===== src/rtl/MIPS_pkg.sv =====
// Shared MIPS opcode/funct encodings plus the multi-cycle controller's state,
// ALU-control and trap-cause types and the small decode helpers used by it.
package MIPS_pkg;

    typedef enum logic [5:0] {
        OP_RTYPE = 6'h00,
        OP_J     = 6'h02,
        OP_JAL   = 6'h03,
        OP_BEQ   = 6'h04,
        OP_BNE   = 6'h05,
        OP_ADDI  = 6'h08,
        OP_SLTI  = 6'h0A,
        OP_SLTIU = 6'h0B,
        OP_ANDI  = 6'h0C,
        OP_ORI   = 6'h0D,
        OP_LUI   = 6'h0F,
        OP_LW    = 6'h23,
        OP_LBU   = 6'h24,
        OP_LHU   = 6'h25,
        OP_SB    = 6'h28,
        OP_SH    = 6'h29,
        OP_SW    = 6'h2B
    } mips_op_e;

    typedef enum logic [5:0] {
        FN_JR   = 6'h08,
        FN_ADD  = 6'h20,
        FN_ADDU = 6'h21,
        FN_SUB  = 6'h22,
        FN_SUBU = 6'h23,
        FN_AND  = 6'h24,
        FN_OR   = 6'h25,
        FN_XOR  = 6'h26,
        FN_NOR  = 6'h27,
        FN_SLT  = 6'h2A,
        FN_SLTU = 6'h2B
    } mips_funct_e;

    typedef enum logic [4:0] {
        ST_FETCH,
        ST_DECODE,
        ST_MEMADDR,
        ST_MEMREAD,
        ST_MEMWB,
        ST_MEMWRITE,
        ST_EXECUTE,
        ST_ALUWB,
        ST_BRANCH,
        ST_IEXEC,
        ST_IWB,
        ST_JUMP,
        ST_JAL,
        ST_JR,
        ST_TRAP
    } mips_ctrl_state_e;

    typedef enum logic [2:0] {
        ALU_ADD   = 3'd0,
        ALU_SUB   = 3'd1,
        ALU_FUNCT = 3'd2,
        ALU_SLT   = 3'd3,
        ALU_SLTU  = 3'd4,
        ALU_AND   = 3'd5,
        ALU_OR    = 3'd6,
        ALU_LUI   = 3'd7
    } mips_ctrl_alu_op_e;

    typedef enum logic [1:0] {
        TC_NONE        = 2'd0,
        TC_ILLEGAL_OP  = 2'd1,
        TC_ILLEGAL_FN  = 2'd2,
        TC_MEM_TIMEOUT = 2'd3
    } mips_trap_cause_e;

    localparam logic [1:0] MEM_SIZE_WORD = 2'd0;
    localparam logic [1:0] MEM_SIZE_HALF = 2'd1;
    localparam logic [1:0] MEM_SIZE_BYTE = 2'd2;

    // Opcodes that only exist in the extended ISA mode
    function automatic logic is_ext_op(input logic [5:0] op);
        case (op)
            OP_JAL, OP_BNE, OP_SLTI, OP_SLTIU, OP_ANDI, OP_ORI, OP_LUI,
            OP_LBU, OP_LHU, OP_SB, OP_SH: return 1'b1;
            default:                      return 1'b0;
        endcase
    endfunction

    // R-type functs executed by the ALU (JR is handled separately)
    function automatic logic is_alu_funct(input logic [5:0] fn);
        case (fn)
            FN_ADD, FN_ADDU, FN_SUB, FN_SUBU, FN_AND, FN_OR,
            FN_XOR, FN_NOR, FN_SLT, FN_SLTU: return 1'b1;
            default:                         return 1'b0;
        endcase
    endfunction

    function automatic logic is_store(input logic [5:0] op);
        return (op == OP_SW) || (op == OP_SH) || (op == OP_SB);
    endfunction

    function automatic logic [1:0] mem_size_of(input logic [5:0] op);
        case (op)
            OP_LHU, OP_SH: return MEM_SIZE_HALF;
            OP_LBU, OP_SB: return MEM_SIZE_BYTE;
            default:       return MEM_SIZE_WORD;
        endcase
    endfunction

    function automatic mips_ctrl_alu_op_e imm_alu_op(input logic [5:0] op);
        case (op)
            OP_SLTI:  return ALU_SLT;
            OP_SLTIU: return ALU_SLTU;
            OP_ANDI:  return ALU_AND;
            OP_ORI:   return ALU_OR;
            OP_LUI:   return ALU_LUI;
            default:  return ALU_ADD;
        endcase
    endfunction

endpackage


===== src/rtl/mips_mem_wait_timer.sv =====
// Counts consecutive cycles a memory request goes unanswered and flags the
// cycle in which the wait limit is hit (a same-cycle ready suppresses it).
module mips_mem_wait_timer #(
    parameter int unsigned MEM_TIMEOUT = 255
) (
    input  logic clk,
    input  logic rst,
    input  logic mem_req,
    input  logic mem_ready,
    output logic expire_c
);

    localparam int unsigned TW = (MEM_TIMEOUT < 2) ? 1 : $clog2(MEM_TIMEOUT + 1);

    logic [TW-1:0] wait_cnt;

    // Clear outside a pending request or on completion; saturate otherwise
    always_ff @(posedge clk) begin
        if (rst || !mem_req || mem_ready) begin
            wait_cnt <= '0;
        end else if (wait_cnt != '1) begin
            wait_cnt <= wait_cnt + TW'(1);
        end
    end

    // Fires in the wait cycle that would bring the count to MEM_TIMEOUT
    assign expire_c = (MEM_TIMEOUT != 0) && mem_req && !mem_ready &&
                      (wait_cnt == TW'(MEM_TIMEOUT - 1));

endmodule


===== src/rtl/mips_mc_ctrl_fsm.sv =====
// Multi-cycle MIPS main controller: Moore FSM driving datapath control, with
// handshaked memory, optional extended ISA, sticky trap and retire counter.
module mips_mc_ctrl_fsm
    import MIPS_pkg::*;
#(
    parameter int unsigned MEM_TIMEOUT = 255,
    parameter bit          EXT_ISA     = 1'b1,
    parameter int unsigned CNT_WIDTH   = 32
) (
    input  logic                 clk,
    input  logic                 rst,
    input  logic [5:0]           ir_op,
    input  logic [5:0]           ir_funct,
    input  logic                 mem_ready,
    output logic                 mem_req,
    output logic                 mem_we,
    output logic [1:0]           mem_size,
    output logic                 iord,
    output logic                 ir_write,
    output logic                 pc_write,
    output logic                 branch_eq,
    output logic                 branch_ne,
    output logic [1:0]           pc_src,
    output logic                 alu_src_a,
    output logic [1:0]           alu_src_b,
    output mips_ctrl_alu_op_e    alu_op,
    output logic                 imm_zext,
    output logic [1:0]           reg_dst,
    output logic [1:0]           mem_to_reg,
    output logic                 reg_write,
    output logic                 trap,
    output logic [1:0]           trap_cause,
    output logic [CNT_WIDTH-1:0] instr_retired
);

    mips_ctrl_state_e state, state_next;
    mips_trap_cause_e cause_next;
    logic             retire_c;
    logic             expire_c;

    // Request is a pure function of state so the timer sees no loop back
    assign mem_req = !rst && ((state == ST_FETCH) || (state == ST_MEMREAD) ||
                              (state == ST_MEMWRITE));

    mips_mem_wait_timer #(
        .MEM_TIMEOUT(MEM_TIMEOUT)
    ) u_wait_timer (
        .clk      (clk),
        .rst      (rst),
        .mem_req  (mem_req),
        .mem_ready(mem_ready),
        .expire_c (expire_c)
    );

    // State, sticky trap and retire counter
    always_ff @(posedge clk) begin
        if (rst) begin
            state         <= ST_FETCH;
            trap          <= 1'b0;
            trap_cause    <= 2'(TC_NONE);
            instr_retired <= '0;
        end else begin
            state <= state_next;
            if ((state_next == ST_TRAP) && (state != ST_TRAP)) begin
                trap       <= 1'b1;
                trap_cause <= 2'(cause_next);
            end
            if (retire_c) begin
                instr_retired <= instr_retired + CNT_WIDTH'(1);
            end
        end
    end

    // Next-state and control decode; everything held low during reset
    always_comb begin
        state_next = state;
        cause_next = TC_NONE;
        retire_c   = 1'b0;
        mem_we     = 1'b0;
        mem_size   = MEM_SIZE_WORD;
        iord       = 1'b0;
        ir_write   = 1'b0;
        pc_write   = 1'b0;
        branch_eq  = 1'b0;
        branch_ne  = 1'b0;
        pc_src     = 2'd0;
        alu_src_a  = 1'b0;
        alu_src_b  = 2'd0;
        alu_op     = ALU_ADD;
        imm_zext   = 1'b0;
        reg_dst    = 2'd0;
        mem_to_reg = 2'd0;
        reg_write  = 1'b0;

        if (!rst) begin
            case (state)
                ST_FETCH: begin
                    alu_src_b = 2'd1;
                    if (mem_ready) begin
                        ir_write   = 1'b1;
                        pc_write   = 1'b1;
                        state_next = ST_DECODE;
                    end else if (expire_c) begin
                        state_next = ST_TRAP;
                        cause_next = TC_MEM_TIMEOUT;
                    end
                end
                ST_DECODE: begin
                    alu_src_b = 2'd3;
                    if (!EXT_ISA && is_ext_op(ir_op)) begin
                        state_next = ST_TRAP;
                        cause_next = TC_ILLEGAL_OP;
                    end else begin
                        case (ir_op)
                            OP_LW, OP_LBU, OP_LHU,
                            OP_SW, OP_SB, OP_SH:     state_next = ST_MEMADDR;
                            OP_BEQ, OP_BNE:          state_next = ST_BRANCH;
                            OP_ADDI, OP_SLTI, OP_SLTIU,
                            OP_ANDI, OP_ORI, OP_LUI: state_next = ST_IEXEC;
                            OP_J:                    state_next = ST_JUMP;
                            OP_JAL:                  state_next = ST_JAL;
                            OP_RTYPE: begin
                                if (EXT_ISA && (ir_funct == FN_JR)) begin
                                    state_next = ST_JR;
                                end else if (is_alu_funct(ir_funct)) begin
                                    state_next = ST_EXECUTE;
                                end else begin
                                    state_next = ST_TRAP;
                                    cause_next = TC_ILLEGAL_FN;
                                end
                            end
                            default: begin
                                state_next = ST_TRAP;
                                cause_next = TC_ILLEGAL_OP;
                            end
                        endcase
                    end
                end
                ST_MEMADDR: begin
                    alu_src_a  = 1'b1;
                    alu_src_b  = 2'd2;
                    state_next = is_store(ir_op) ? ST_MEMWRITE : ST_MEMREAD;
                end
                ST_MEMREAD: begin
                    iord     = 1'b1;
                    mem_size = mem_size_of(ir_op);
                    if (mem_ready) begin
                        state_next = ST_MEMWB;
                    end else if (expire_c) begin
                        state_next = ST_TRAP;
                        cause_next = TC_MEM_TIMEOUT;
                    end
                end
                ST_MEMWB: begin
                    reg_write  = 1'b1;
                    mem_to_reg = 2'd1;
                    retire_c   = 1'b1;
                    state_next = ST_FETCH;
                end
                ST_MEMWRITE: begin
                    iord     = 1'b1;
                    mem_we   = 1'b1;
                    mem_size = mem_size_of(ir_op);
                    if (mem_ready) begin
                        retire_c   = 1'b1;
                        state_next = ST_FETCH;
                    end else if (expire_c) begin
                        state_next = ST_TRAP;
                        cause_next = TC_MEM_TIMEOUT;
                    end
                end
                ST_EXECUTE: begin
                    alu_src_a  = 1'b1;
                    alu_op     = ALU_FUNCT;
                    state_next = ST_ALUWB;
                end
                ST_ALUWB: begin
                    reg_dst    = 2'd1;
                    reg_write  = 1'b1;
                    retire_c   = 1'b1;
                    state_next = ST_FETCH;
                end
                ST_IEXEC: begin
                    alu_src_a  = 1'b1;
                    alu_src_b  = 2'd2;
                    alu_op     = imm_alu_op(ir_op);
                    imm_zext   = (ir_op == OP_ANDI) || (ir_op == OP_ORI);
                    state_next = ST_IWB;
                end
                ST_IWB: begin
                    reg_write  = 1'b1;
                    retire_c   = 1'b1;
                    state_next = ST_FETCH;
                end
                ST_BRANCH: begin
                    alu_src_a  = 1'b1;
                    alu_op     = ALU_SUB;
                    pc_src     = 2'd1;
                    branch_eq  = (ir_op == OP_BEQ);
                    branch_ne  = (ir_op == OP_BNE);
                    retire_c   = 1'b1;
                    state_next = ST_FETCH;
                end
                ST_JUMP: begin
                    pc_write   = 1'b1;
                    pc_src     = 2'd2;
                    retire_c   = 1'b1;
                    state_next = ST_FETCH;
                end
                ST_JAL: begin
                    pc_write   = 1'b1;
                    pc_src     = 2'd2;
                    reg_write  = 1'b1;
                    reg_dst    = 2'd2;
                    mem_to_reg = 2'd2;
                    retire_c   = 1'b1;
                    state_next = ST_FETCH;
                end
                ST_JR: begin
                    pc_write   = 1'b1;
                    pc_src     = 2'd3;
                    retire_c   = 1'b1;
                    state_next = ST_FETCH;
                end
                ST_TRAP: begin
                    state_next = ST_TRAP;
                end
                default: begin
                    state_next = ST_FETCH;
                end
            endcase
        end
    end

endmodule


===== config.mk =====
export PLATFORM = sky130hd
export DESIGN_NAME = mips_mc_ctrl_fsm
export DESIGN_NICKNAME = d
export VERILOG_FILES = /design/src/rtl/MIPS_pkg.sv /design/src/rtl/mips_mem_wait_timer.sv /design/src/rtl/mips_mc_ctrl_fsm.sv
export SDC_FILE = /design/constraint.sdc
export NUM_CORES = 1
export LEC_CHECK = 0
export ABC_CLOCK_PERIOD_IN_PS = 2900
export BUFFER_PORTS_ARGS = -buffer_cell sky130_fd_sc_hd__buf_4
export CAP_MARGIN = 20
export CORE_UTILIZATION = 40
export CTS_CLUSTER_SIZE = 12
export DETAILED_ROUTE_END_ITERATION = 12
export MAX_ROUTING_LAYER = met4
export PLACE_DENSITY_LB_ADDON = 0.2
export SLEW_MARGIN = 20
export SYNTH_ARGS = -nofsm -noshare
export SYNTH_HDL_FRONTEND = slang
export SYNTH_HIERARCHICAL = 1
export SYNTH_SLANG_ARGS = --single-unit
export TNS_END_PERCENT = 5

===== constraint.sdc =====
create_clock -name clk -period 2.9 [get_ports clk]
set_input_delay 0.29 -clock clk [delete_from_list [all_inputs] [get_ports clk]]
set_output_delay 0.29 -clock clk [all_outputs]
set_load 0.005 [all_outputs]

==> results_dict.tcl <==
set metrics [dict create \
    first_global_vias 2937 \
    result_of_the_run "complete, no violations" \
    grt_usage 0.204 \
    unrepaired_setup_endpoints_after_global_routing "true" \
    initial_utilization 0.410 \
    timing.hold.worst.class "primary input to register" \
    synthFlopType "dfxtp_1" \
    synth-xor-area-share 0.0863 \
    ir_drop_mv 0.242 \
    place.detailed.hpwl_mm 6.25 \
    fmaxAchievable_mhz 345 \
    post_cts.repair.setup_buffers 0 \
    area_fraction_in_compound_gates_after_synthesis 0.153 \
    cp-start-kind "register" \
    cts_root_buffer "clkbuf_8" \
    share_of_flip_flops_with_an_asynchronous_set_or_reset_after_synthesis 0 \
    area_added_between_synthesis_and_finish_pct 22.8 \
    fillerInstances 822 \
    worstSetupEndpointType "register" \
    post-route-min-period_ps 2900 \
    post_synth_instance_area_um2 3350 \
    timing.max_slew.rel_slack 0.667 \
    yosys-top-cells-area "dfxtp_1 (29%), xnor2_1 (7.6%), nor2_1 (5.8%)" \
    cp_num_buf_inv 0 \
    synthMuxAreaShare 0.00635 \
    max-cap-violations 0 \
    antenna_cells 0 \
    finalWeightedCongestion 0.915 \
    post_synth_num_cell_types 76 \
    antenna_violating_nets_post_route 0 \
    synth.yosys.warnings 6 \
    worst-setup-path-type "register to register" \
    power.leakage_uw 0.00155 \
    die_width_um 93.5 \
    cts_hold_buffers 0 \
    floorplan.die.height_um 93.5 \
    clock_sink_count 48 \
    setup_viol 0 \
    yosysTopAreaCell "dfxtp_1" \
    cp_max_fo 6 \
    worst_slew_pin_slew_ps 492 \
    place.port_buffers 72 \
    critical-path-slowest-cell "a2111o_1" \
    final_core_utilization 0.503 \
    detail_route.first_pass.iterations 6 \
    slowest_delay_ps 380 \
    synth_top_family_by_area "simple AND/OR/NAND/NOR gates" \
    design.die.area_um2 8750 \
    global_route.overflow_total 0 \
    number_of_hold_violations_in_the_final_report 0 \
    drc_violation_total_after_the_first_tritonroute_iteration 172 \
    grt_max_degree 42 \
    whs_ps 408 \
    top_cell_types_by_occurrence_after_synthesis "nor2_1 (52), dfxtp_1 (48), xnor2_1 (29)" \
    seq_area_frac_synth 0.287 \
    cpLargestDelayFamily "simple AND/OR/NAND/NOR gates" \
    powerDensity_nw_per_um2 316 \
    post_synth.cell_area_avg_um2 8.05 \
    grt_antenna_before_repair 0 \
    synth_edf_count 0 \
    post-route-drc-count 0 \
    rows 33 \
    mappedNetlistNets 434 \
    clkLatencyLatePin_ps 300 \
    cts-htree-levels 2 \
    synth_top_area_share 0.287 \
    synth_simple_gate_area_frac 0.383 \
    critical_path_required_ps 3070 \
    final_nets 498 \
    final-max-slew-violation-count 0 \
    drive_gt1_frac 0.284 \
    placeableCoreArea_um2 8180 \
    synth_adder_area_share 0.0112 \
    post_synth_inst_count 416 \
    cp_cell_sequence "or3_4 -> a2bb2o_4 -> and2_4 -> nor2b_4 -> nand4_1 -> nor2_4 -> or3b_1 -> a2111o_1 -> a41oi_2 -> a21oi_2 -> and2b_1 -> a211oi_1" \
    max-clock-path-buffers 2 \
    yosysMostFrequentCell "nor2_1" \
    route.vias.total 3189 \
    grt_pass1_wl_mm 14.1 \
    ioPinCount 73 \
    path_clk_slew_ps 80 \
    wl_per_cell_um 14.6 \
    ys_seq_elements 48 \
    timing.critical_path.arrival_ps 3060 \
    routed_wirelength_mm 8.55 \
    drt-vias-per-instance 5.46 \
    cts_tree "yes" \
    final.setup_skew_ps 9.27 \
    cts_buffers 5 \
    final.period_utilization 0.999 \
]
[state kept, by name (all words and copies together), names as in the netlist]
signal                 flops
state                      5
u_wait_timer/wait_cnt      8
trap                       1
instr_retired             32
trap_cause                 2
[metal layers]
layer,global-route usage,vias up,part of all wire
met5,-,-,0
met4,0.0282,0,0.0041
met3,0.0374,6,0.045
met2,0.335,73,0.47
met1,0.269,1498,0.48
li1,-,1612,-
[path summary, 6_finish.rpt]
check,from,end,slack [ps],cells after the start
max reg2reg,state[3],trap_cause[0],2,12
max,state[3],trap_cause[0],2,12
min reg2reg,instr_retired[1],instr_retired[1],500,2
min,rst,trap,410,3
[area by class of cell]
type	instances	area, um^2	share of cell area
multi-input cells	321	2210	0.537
flip-flops and latches	48	962	0.234
repair buffers	86	646	0.157
well taps	105	131	0.0319
clock buffers	5	68.8	0.0167
inverters	18	67.6	0.0164
clock inverters	1	30.0	0.00730
[placed cells by master, fill, tap and decap left out, types with 2 or more instances in the layout]
master,n
or3_1,6
inv_1,18
or2_2,2
nor4_4,3
a211o_1,2
xor2_1,4
nor4bb_1,2
xnor2_1,29
nand4_4,2
nand2b_1,9
a21oi_2,2
nor4_2,3
a21boi_0,2
nor4b_2,2
clkbuf_8,5
a22o_1,2
dfxtp_1,47
o21ai_0,15
nand4_1,7
and3_1,11
a211oi_1,4
a21o_1,2
nor2_1,51
or3b_1,2
and2b_1,2
nor4_1,10
buf_4,86
nor3_1,17
nor3b_1,6
or4_1,2
o2111ai_1,2
nand3_1,16
nor3_2,7
ha_1,3
a21oi_1,18
a31oi_1,4
nand2_1,26
nor2b_1,6
[worst reg2reg max path: stages (launching register included)]
cell and delay (ps):
dfxtp_2 350, or3_4 370, a2bb2o_4 210, and2_4 140, nor2b_4 130, nand4_1 140
nor2_4 170, or3b_1 360, a2111o_1 380, a41oi_2 170, a21oi_2 60, and2b_1 240
a211oi_1 70
[through the flow]
step / setup slack, ps / instances / power, uW / TNS (ps) / area, um^2
after detailed placement: -109 / 578 / 846 / -286 / 3990
final: 1.57 / 584 / 1300 / 0 / 4120
after floorplan: 10.1 / 416 / 792 / 0 / 3400
after CTS: -10.2 / 584 / 1310 / -17.1 / 4110
after global placement: -43.6 / 578 / 844 / -90.8 / 3990
after global routing: -111 / 584 / 1370 / -305 / 4120
[power by group]
part / internal [uW] / switching (uW) / total, uW
combinational: 69.4 / 97.3 / 167
sequential: 662 / 3.71 / 666
clock: 248 / 218 / 466
total: 980 / 319 / 1300
[what timing repair did]
item | CTS | global route
setup endpoints to repair | 3 | 3
resized for setup | 4 | 2
pin swaps | 5 | 0
[cell families (layout without fill, tap and decap cells)]
kind of cell | count (synthesis) | count (layout)
buf+inv | 47 | 110
simple gates | 210 | 210
fa+ha+maj | 3 | 3
flops | 48 | 48
xor+xnor | 33 | 33
other cells | 1 | 1
compound gates | 72 | 72
mux | 2 | 2
Note: power is estimated with default switching activity, not from simulation.
